### config.mk
export PLATFORM = sky130hd
export DESIGN_NAME = z3_slave_cycle_engine
export DESIGN_NICKNAME = d
export VERILOG_FILES = /design/src/rtl/z3_slave_cycle_engine.sv
export SDC_FILE = /design/constraint.sdc
export NUM_CORES = 1
export LEC_CHECK = 0
export CAP_MARGIN = 5
export CORE_MARGIN = 2
export CORE_UTILIZATION = 30
export DETAILED_ROUTE_END_ITERATION = 6
export PLACE_DENSITY_LB_ADDON = 0.08
export SETUP_SLACK_MARGIN = 0.05
export SLEW_MARGIN = 5
export SYNTH_ARGS = -nofsm -noshare
export SYNTH_HDL_FRONTEND = slang
export SYNTH_SLANG_ARGS = --single-unit
### constraint.sdc
create_clock -name CLK -period 3.6 [get_ports CLK]
set_clock_uncertainty 0.1 [all_clocks]
set_input_delay 0.9 -clock CLK [delete_from_list [all_inputs] [get_ports CLK]]
set_output_delay 0.9 -clock CLK [all_outputs]
set_load 0.01 [all_outputs]
### src/rtl/z3_slave_cycle_engine.sv
// Zorro III slave cycle engine: claims a buffered-FCS cycle, routes it to one
// local target, waits for that target's ack and holds DTACK until FCS negates.
// A per-cycle data-phase timeout raises a bus-error request and bumps a
// saturating error counter.
module z3_slave_cycle_engine #(
   parameter int unsigned NUM_TARGETS    = 4,
   parameter int unsigned TIMEOUT_CYCLES = 255,
   parameter int unsigned ERRCNT_W       = 8,
   localparam int unsigned IDX_W = (NUM_TARGETS > 1) ? $clog2(NUM_TARGETS) : 1,
   localparam int unsigned TMR_W = (TIMEOUT_CYCLES == 0) ? 1 : $clog2(TIMEOUT_CYCLES + 1)
) (
   input  logic                   CLK,
   input  logic                   RESET_n,
   input  logic                   bfcs,
   input  logic                   read,
   input  logic [3:0]             ds_n,
   input  logic                   match,
   input  logic                   validspace,
   input  logic [NUM_TARGETS-1:0] tgt_sel,
   input  logic [NUM_TARGETS-1:0] tgt_ack,
   output logic [NUM_TARGETS-1:0] tgt_req,
   output logic [IDX_W-1:0]       tgt_idx,
   output logic                   dtack,
   output logic                   berr,
   output logic                   busy,
   output logic [ERRCNT_W-1:0]    err_count
);

   typedef enum logic [2:0] {
      ST_IDLE  = 3'd0,
      ST_START = 3'd1,
      ST_DATA  = 3'd2,
      ST_END   = 3'd3,
      ST_ERR   = 3'd4
   } state_t;

   state_t                 state;
   state_t                 state_d;
   logic [TMR_W-1:0]       timer;
   logic [TMR_W-1:0]       timer_d;
   logic [NUM_TARGETS-1:0] tgt_req_d;
   logic [IDX_W-1:0]       tgt_idx_d;
   logic                   dtack_d;
   logic                   berr_d;
   logic                   busy_d;
   logic [ERRCNT_W-1:0]    err_count_d;

   logic [IDX_W-1:0]       sel_idx;
   logic [NUM_TARGETS-1:0] claimed_onehot;
   logic                   claim;
   logic                   ack_hit;
   logic                   timeout_hit;

   // Lowest set bit of tgt_sel wins (index 0 has highest priority)
   always_comb begin
      sel_idx = '0;
      for (int i = int'(NUM_TARGETS) - 1; i >= 0; i--) begin
         if (tgt_sel[i]) begin
            sel_idx = IDX_W'(i);
         end
      end
   end

   // One-hot decode of the latched target index
   always_comb begin
      claimed_onehot = '0;
      for (int i = 0; i < int'(NUM_TARGETS); i++) begin
         claimed_onehot[i] = (tgt_idx == IDX_W'(i));
      end
   end

   // Cycle qualifiers; acks from targets other than the claimed one are masked
   always_comb begin
      claim       = bfcs && match && validspace && (|tgt_sel);
      ack_hit     = |(tgt_ack & claimed_onehot);
      timeout_hit = (TIMEOUT_CYCLES != 0) && (timer == TMR_W'(TIMEOUT_CYCLES - 1));
   end

   // Next-state and next-output logic
   always_comb begin
      state_d     = state;
      tgt_req_d   = '0;
      tgt_idx_d   = tgt_idx;
      dtack_d     = 1'b0;
      berr_d      = 1'b0;
      timer_d     = timer;
      err_count_d = err_count;
      busy_d      = 1'b0;

      case (state)
         ST_IDLE: begin
            if (claim) begin
               state_d   = ST_START;
               tgt_idx_d = sel_idx;
            end
         end

         ST_START: begin
            if (!bfcs) begin
               state_d = ST_IDLE;
            end else if (read || (ds_n != 4'b1111)) begin
               state_d   = ST_DATA;
               timer_d   = '0;
               tgt_req_d = claimed_onehot;
            end
         end

         ST_DATA: begin
            if (!bfcs) begin
               state_d = ST_IDLE;
            end else if (ack_hit) begin
               // ack has priority over a timeout on the same edge
               state_d = ST_END;
               dtack_d = 1'b1;
            end else if (timeout_hit) begin
               state_d = ST_ERR;
               berr_d  = 1'b1;
               if (err_count != {ERRCNT_W{1'b1}}) begin
                  err_count_d = err_count + ERRCNT_W'(1);
               end
            end else begin
               tgt_req_d = claimed_onehot;
               if (TIMEOUT_CYCLES != 0) begin
                  timer_d = timer + TMR_W'(1);
               end
            end
         end

         ST_END: begin
            if (!bfcs) begin
               state_d = ST_IDLE;
            end else begin
               dtack_d = 1'b1;
            end
         end

         ST_ERR: begin
            if (!bfcs) begin
               state_d = ST_IDLE;
            end else begin
               berr_d = 1'b1;
            end
         end

         default: begin
            state_d = ST_IDLE;
         end
      endcase

      // Timer is only meaningful within a cycle; park it at zero in IDLE
      if (state_d == ST_IDLE) begin
         timer_d = '0;
      end
      busy_d = (state_d != ST_IDLE);
   end

   // State and registered outputs
   always_ff @(posedge CLK or negedge RESET_n) begin
      if (!RESET_n) begin
         state     <= ST_IDLE;
         timer     <= '0;
         tgt_req   <= '0;
         tgt_idx   <= '0;
         dtack     <= 1'b0;
         berr      <= 1'b0;
         busy      <= 1'b0;
         err_count <= '0;
      end else begin
         state     <= state_d;
         timer     <= timer_d;
         tgt_req   <= tgt_req_d;
         tgt_idx   <= tgt_idx_d;
         dtack     <= dtack_d;
         berr      <= berr_d;
         busy      <= busy_d;
         err_count <= err_count_d;
      end
   end

endmodule

After elaboration in Yosys (flattened, before gate mapping)
Index checks and enable logic that the tools add are counted.
{"block": "classes", "n_addsub": 2, "n_eq_ne": 15, "mux": 33, "bitwise": 2, "n_reduce_logical": 15}
{"operator": "2-to-1 mux 8 bit", "n": 6}
{"operator": "2-to-1 mux 3 bit", "n": 7}
{"operator": "2-to-1 mux 4 bit", "n": 5}
{"operator": "adder 8 x 1 -> 8 bit, second input constant", "n": 2}
{"operator": "case mux 8 bit (2 select lines)", "n": 1}
{"operator": "inequality test 3 bit, second input constant", "n": 5}
{"operator": "case mux 3 bit (4 select lines)", "n": 1}
{"operator": "equality test 8 bit, second input constant", "n": 1}
{"operator": "2-to-1 mux 2 bit", "n": 4}
{"operator": "inequality test 8 bit, second input constant", "n": 1}
{"operator": "case mux 4 bit (2 select lines)", "n": 1}
{"operator": "OR reduction 4 bit", "n": 2}
{"operator": "equality test 3 x 2 -> 1 bit, second input constant", "n": 2}
{"operator": "logical NOT 3 bit", "n": 2}
{"operator": "2-to-1 mux 1 bit", "n": 6}
{"operator": "AND reduction 6 bit", "n": 1}
{"operator": "nonzero test 3 bit", "n": 2}
{"operator": "AND reduction 5 bit", "n": 1}
{"operator": "AND 4 bit", "n": 1}
{"operator": "equality test 2 bit, second input constant", "n": 2}
{"operator": "inequality test 4 bit, second input constant", "n": 1}
{"operator": "case mux 1 bit (2 select lines)", "n": 2}
{"operator": "equality test 3 x 1 -> 1 bit, second input constant", "n": 1}
{"operator": "equality test 3 bit, second input constant", "n": 1}
{"operator": "7 further kinds", "n": 9}
{"block": "word_totals", "reg_bits": 28, "output_inout_bits": 17, "elab_cells": 75}

Logic depth before layout (Yosys ltp)
Gate-level depths: netlist (run 1).
{"block": "depth", "word_depth": 9, "mapped_depth": 7}

Least setup slack after synthesis (run 1)
Ideal clock, no wire load.
{"block": "synth_timing", "path_kind": "in2reg", "from": "input tgt_ack[3]", "to": "register err_count[1]", "setup_time_ns": 0.125, "t_arrival_ns": 2.625, "required_ns": 3.375, "setup_slack_ns": 0.750, "cell_stages": 4, "n_path_buf": 0, "cell_sequence": "mux4_2 or4_4 a41oi_4 mux2_2"}
{"block": "synth_between", "elab_chain_cells": 4}
{"item": "start, declared", "line": "20", "text": "input logic [NUM_TARGETS-1:0] tgt_ack,"}
{"item": "AND 4 bit", "line": "75", "text": "ack_hit = |(tgt_ack & claimed_onehot);"}
{"item": "OR reduction 4 bit", "line": "75"}
{"item": "inverter 1 bit (no line)"}
{"item": "AND reduction 5 bit (no line)"}
{"item": "end signal, assigned", "line": "176", "text": "err_count <= err_count_d;"}
{"item": "end, declared", "line": "26", "text": "output logic [ERRCNT_W-1:0] err_count"}
Every way passes these cells.
A chain may end at the register's enable or synchronous reset.

Worst setup path in the final report (run 1)
{"block": "layout_timing", "from": "input tgt_ack[2]", "to": "register err_count[1]"}
Same word-level chain as after synthesis.

==> results of run 1 <==
-- sequential cells by signal, indices dropped and copies added, names as in the netlist --
register	flops
dtack	1
err_count	8
busy	1
timer	8
berr	1
state	3
tgt_idx	2
tgt_req	4
-- kinds of logic (layout without fill, tap and decap cells) --
logic type	after synthesis	after routing	share of synthesized area [%]
simple gates	59	59	25.2
flops	28	28	49.3
compound gates	19	19	12.0
xor+xnor	11	11	7.30
buf+inv	5	47	1.32
fa+ha+maj	3	3	2.64
mux	2	2	2.37
-- per-stage QoR --
stage          std cells  area (um^2)  setup slack (ns)
5_1_grt              223         1930             0.448
2_1_floorplan        127         1420             0.750
6_report             223         1930             0.549
3_5_place_dp         219         1860             0.231
4_1_cts              223         1930             0.539
3_3_place_gp         219         1860             0.255
-- path summary, 6_finish.rpt --
kind / start / endpoint / slack (ns) / cells past startpoint
worst max-delay path: tgt_ack[2] / err_count[1] / 0.55 / 5
worst min-delay path: err_count[5] / err_count[5] / 0.40 / 1
worst max register to register: tgt_idx[0] / err_count[1] / 1.03 / 4
worst min register to register: err_count[5] / err_count[5] / 0.40 / 1
max in group asynchronous: RESET_n / dtack / 2.23 / 2
min in group asynchronous: RESET_n / err_count[4] / 0.90 / 2
-- final cells by class --
class	instances	area, um^2
sequential	28	701
timing repair buffer	38	370
clock buffer	3	41.3
inverter	5	18.8
fill	442	2730
clock inverter	1	30.0
multi-input combinational	94	703
tap	54	67.6
-- power by group through the flow --
| stage | registers, W | clock network, W | logic [W] |
|---|---|---|---|
| floorplan | 0.000392 | 0 | 0.000110 |
| global placement | 0.000391 | 0 | 0.000234 |
| detailed placement | 0.000389 | 0 | 0.000234 |
| CTS | 0.000383 | 0.000259 | 0.000234 |
| global route | 0.000390 | 0.000275 | 0.000253 |
| finish | 0.000381 | 0.000249 | 0.000229 |
-- layout by cell type, fill, tap and decap left out, drive strengths merged, types with 2 or more instances in the layout --
master	netlist	layout
or3	2	2
o22a	3	3
a21oi	7	7
and4	2	2
nor2b	3	3
nand2	8	8
dfrtp	28	28
buf	0	4
a211oi	2	2
xor2	6	6
clkbuf	0	3
nor3	6	6
inv	5	5
nor3b	3	3
nand4	5	5
or4	3	3
and3	4	4
xnor2	5	5
nand3	7	7
ha	3	3
nor2	9	9
clkdlybuf4s50	0	34
-- worst register-to-register path, delay by kind of cell, from the launching register on --
family / cells / cell delay, ns
flops: 1 / 0.48
mux: 2 / 0.98
compound gates: 1 / 0.31
simple gates: 1 / 0.60
-- metal layers --
layer	up-vias	global-route usage (%)	routed length, um
li1	551	-	-
met3	2	3.45	127
met5	-	0	0
met4	0	3.70	21
met1	525	16.4	1330
met2	25	21.1	1450
==> impl_results.md, run 1 <==
- Status: completed
- Setup violators final: 0
- Buf+Inv Stages, Crit Path: 1
- Detailed Routing Iterations Pass 1: 4
- Most common cell in the synthesized netlist: dfrtp_1
- Worst hold path type: reg2reg
- DRC: 0
- Max Cap Viol: 0
- Clock root cell: clkbuf_8
- Final count of hold timing violations: 0
- Required @ worst endpoint: 3.67 ns
- WHS: 0.396 ns
- Period minus WS final: 3.05 ns
- Vias per cell: 4.95
- Row Count: 25
- Vias in the first global route: 1129
- Setup TNS: 0 ns
- Worst Path Class, Setup: in2reg
- CTS buffer count: 3
- Ys flop type: dfrtp_1
- Worst-path cell chain: clkdlybuf4s50_1 -> mux4_2 -> or4_4 -> a41oi_4 -> mux2_2
- Crit-path max cell delay: 0.59 ns
- Worst-Margin Slew: 0.505 ns
- Avg Inst Size Synth: 11.2 um^2
- Buffers on Ports: 34
- Area grow syn2layout: 35.8%
- Synth area leaders: dfrtp_1 (49%), xnor2_1 (3.1%), xor2_1 (3.1%), ha_1 (2.6%), a21oi_1 (2.5%)
- Post-synthesis cell count: 127
- Setup Buffers After CTS: 0
- P per Cell Area: 444 mW/mm^2
- Leakage: 0.823 nW
- Synth cell count leaders: dfrtp_1 (28), nor2_1 (9), nand2_1 (8), a21oi_1 (7), nand3_1 (7)
- Final nets: 191
- Delay-heaviest family, CP: multiplexers
- Final Power: 0.000858 W
- Largest net degree at the start of global routing: 29
- GRT Util Overall: 12.8%
- Hpwl dp: 2220 um
- Net Sw Power: 0.000243 W
- Layout cells sized above 1: 12.4%
- Initial antenna violation count: 0
- Total die area: 0.00531 mm^2
- Detail Route Antenna Nets: 0
- Cell taking the most area after synthesis: dfrtp_1
- First-pass GRT wire length: 5200 um
- Synthesized cell area: 0.00142 mm^2
- Post-CTS Hold Fix Bufs: 0
- CP arrival: 3.12 ns
- Worst-path clk slew: 0.10 ns
- Combinational share of power: 26.7%
- VDD IR max: 0.000227 V
- Synth warnings: 0
- Sw Share: 28.3%
- Max Freq: 328 MHz
- Clock tree sinks: 28
- CTS tree: built
- # resized after CTS: 0
- Crit path max-delay cell type: or4_4
- Avg WL per Cell: 13.1 um
- Congestion Overflow GR: 0
- Clock Path Buffers: 2
- Final period util: 84.8%
- Int Pwr: 0.000616 W
- Clock share of power: 29.0%
- Crit. End Element: flop
- Sequential share of power: 44.4%
- Core ar.: 0.00466 mm^2
- H-tree Lvls: 1
- Relative slew margins: 66.2%
- Cell variety after synth: 41
- Final Max Slew Viols: 0
- Final wirelength: 2930 um
- Critical Path Source Type: input pin
- Number of flops mapped to enable cells by yosys: 0
- CP Max Fanout: 8
- Clk_lat worst skew: 0.28 ns
- Die Span Y: 72.9 um
- Post-synth top area share: 49.3%
- Via count: 1103
- Register area share after synthesis: 49.3%
- Io pins: 35
- Initial Util: 30.5%
- RSZ-0062 raised after global routing: false
- Syn Nets: 148
- Initial drt markers: 28
- Final Core Density: 41.4%
- FFs w/ async S/R, synth: 100%
- Die Span X: 72.9 um
- Routability cong.: 0.857
- Synthesized flop and latch total: 28
- Antenna cells: 0
No activity file was read; power rests on OpenSTA's default activity.
==> inputs of run 2 (changes only) <==
==> constraint.sdc (replaced) <==
create_clock -name CLK -period 2.8 [get_ports CLK]
set_clock_uncertainty 0.1 [all_clocks]
set_input_delay 0.7 -clock CLK [delete_from_list [all_inputs] [get_ports CLK]]
set_output_delay 0.7 -clock CLK [all_outputs]
set_load 0.01 [all_outputs]
==> impl_results.md, run 2 (synthesis gave the netlist of run 1 again) <==
- Status: completed (unchanged)
- VDD IR max: 0.000340 V (was 0.000227 V)
- Most common cell after layout, fill and taps aside: clkdlybuf4s50_1 (unchanged)
- Leakage: 0.903 nW (was 0.823 nW)
- Largest net degree at the start of global routing: 29 (unchanged)
- Area grow syn2layout: 41.5% (was 35.8%)
- Flop2flop setup slack: 0.39 ns (was 1.03 ns)
- CP arrival: 2.64 ns (was 3.12 ns)
- Placed Cells: 228 (was 219)
- Antenna cells: 0 (unchanged)
- Crit-path max cell delay: 0.59 ns (about the same)
- GRT Util Overall: 12.2% (was 12.8%)
- Worst Path Class, Setup: in2reg (unchanged)
- Initial drt markers: 72 (was 28)
- Total die area: 0.00531 mm^2 (unchanged)
- Most frequent cells in the layout: clkdlybuf4s50_1 (30), dfrtp_1 (28), buf_4 (13) (was clkdlybuf4s50_1 (34), dfrtp_1 (28), nor2_1 (9))
- Clock root cell: clkbuf_8 (unchanged)
- WHS: 0.395 ns (was 0.396 ns)
- Period minus WS final: 2.52 ns
- DRC: 0 (unchanged)
- Initial Util: 30.5% (unchanged)
- Vias per cell: 5.03 (was 4.95)
- Biggest regs: err_count: 8 flops, timer: 8 flops, tgt_req: 4 flops (unchanged)
- Worst-Margin Slew: 0.359 ns (was 0.505 ns)
- Die Span X: 72.9 um (unchanged)
- Final wirelength: 3070 um (was 2930 um)
- Final Non-Filler Cells: 232 (was 223)
- Avg WL per Cell: 13.2 um (was 13.1 um)
- Critical Path Source Type: input pin (unchanged)
- Worst-path cell chain: dlymetal6s2s_1 -> mux4_2 -> or4_4 -> a41oi_4 -> and4_4 -> xor2_2 (was clkdlybuf4s50_1 -> mux4_2 -> or4_4 -> a41oi_4 -> mux2_2)
- Reg2Reg Depth: 5 (was 4)
- Final nets: 200 (was 191)
- Detail Route Antenna Nets: 0 (unchanged)
- R2r endpoint: err_count[4] (was err_count[1])
- Clk_lat worst skew: 0.28 ns (about the same)
- Crit. End Element: flop (unchanged)
- Hold Crit Depth: 1 (unchanged)
- H-tree Lvls: 1 (unchanged)
- Core ar.: 0.00466 mm^2 (unchanged)
- Hpwl dp: 2330 um (was 2220 um)
- Min-delay src: err_count[6] (was err_count[5])
- Max Cap Viol: 0 (unchanged)
- Layout cells sized above 1: 17.4% (was 12.4%)
- Max Freq: 396 MHz
- Die Span Y: 72.9 um (unchanged)
- Routability cong.: 0.873 (was 0.857)
- First-pass GRT wire length: 5100 um (was 5200 um)
- Detailed Routing Iterations Pass 1: 4 (unchanged)
- Setup TNS: 0 ns (unchanged)
- Buffers on Ports: 34 (unchanged)
- Relative slew margins: 75.7% (was 66.2%)
- CTS tree: built (unchanged)
- Io pins: 35 (unchanged)
- Crit path max-delay cell type: or4_4 (unchanged)
- Setup violators final: 0 (unchanged)
- CTS buffer count: 3 (unchanged)
- RSZ-0062 raised after global routing: false (unchanged)
- Clock tree sinks: 28 (unchanged)
- P per Cell Area: 570 mW/mm^2 (was 444 mW/mm^2)
- Final period util: 90.1%
- Initial antenna violation count: 0 (unchanged)
- Final Max Slew Viols: 0 (unchanged)
- Final Power: 0.00115 W (was 0.000858 W)
- Required @ worst endpoint: 2.91 ns (was 3.67 ns)
- Vias in the first global route: 1131 (was 1129)
- CP Max Fanout: 8 (unchanged)
- R2r startpoint: tgt_idx[0] (unchanged)
- Congestion Overflow GR: 0 (unchanged)
- Worst Hold End: err_count[6] (was err_count[5])
- Worst hold path type: reg2reg (unchanged)
- Fillers: 450 (was 442)
- Final count of hold timing violations: 0 (unchanged)
- Via count: 1168 (was 1103)
- Final Core Density: 43.2% (was 41.4%)
- Worst-path clk slew: 0.10 ns (about the same)
- Clock Path Buffers: 2 (unchanged)
- Row Count: 25 (unchanged)
[run 2: changes by cell type in the layout (fill, tap and decap cells not counted)]
cell / before / now
buf_4: 4 / 13
a21oi_1: 7 / 6
a21oi_2: 0 / 1
dlymetal6s2s_1: 0 / 4
clkdlybuf4s50_1: 34 / 30
[run 2: how the worst max path moves through the flow]
| stage | start | to | slack, ns | cells past startpoint |
|---|---|---|---|---|
| final | tgt_ack[2] | err_count[4] | 0.28 | 6 |
| after global routing | bfcs | timer[3] | 0.21 | 7 |
| after CTS | tgt_ack[2] | err_count[4] | 0.05 | 6 |
| after detailed placement | tgt_ack[0] | timer[5] | -0.29 | 7 |
| after global placement | tgt_ack[3] | timer[5] | -0.28 | 7 |
| after floorplan | tgt_ack[3] | err_count[1] | 0.15 | 4 |
[run 2: timing repair]
action | CTS | global route
gates resized for setup | 1 | 4
pin swaps | 1 | 2
setup endpoints to repair | 7 | 7
hold buffers | 0 | 0
setup buffers | 0 | 0
[run 2: final cells by class]
class	count	area, um^2	share of cell area, %
multi-input cells	94	707	35.1
flip-flops and latches	28	701	34.8
repair buffers	47	448	22.2
well taps	54	67.6	3.36
clock buffers	3	41.3	2.05
clock inverters	1	30.0	1.49
inverters	5	18.8	0.932
[run 2: where the power goes]
group / internal, W / leakage, nW / switching [W] / total (W)
sequential: 0.000442 / 0.384 / 0.0000393 / 0.000482
combinational: 0.000191 / 0.484 / 0.000153 / 0.000344
clock: 0.000191 / 0.0357 / 0.000130 / 0.000322
total: 0.000824 / 0.903 / 0.000323 / 0.00115
[run 2: per-layer routing]
metal / global-route usage (%) / wire [um] / share of wire (%)
met1: 16.2 / 1360 / 44
met2: 20.2 / 1570 / 51
met3: 3.45 / 121 / 3.9
met4: 1.85 / 14 / 0.46
met5: 0 / 0 / 0
[run 2: critical path, delay by kind of cell]
family | cells | cell delay [ns]
AOI/OAI and AO/OA | 1 | 0.31
and+or+nand+nor | 2 | 0.87
buffers and inverters | 1 | 0.12
muxes | 1 | 0.50
xor gates and xnor gates | 1 | 0.13
[run 2: through the flow]
| step | worst slack, ns | instance area, um^2 |
|---|---|---|
| detailed placement | -0.294 | 1930 |
| global route | 0.210 | 2010 |
| global placement | -0.282 | 1930 |
| CTS | 0.0527 | 2000 |
| floorplan | 0.150 | 1420 |
| finish | 0.277 | 2010 |
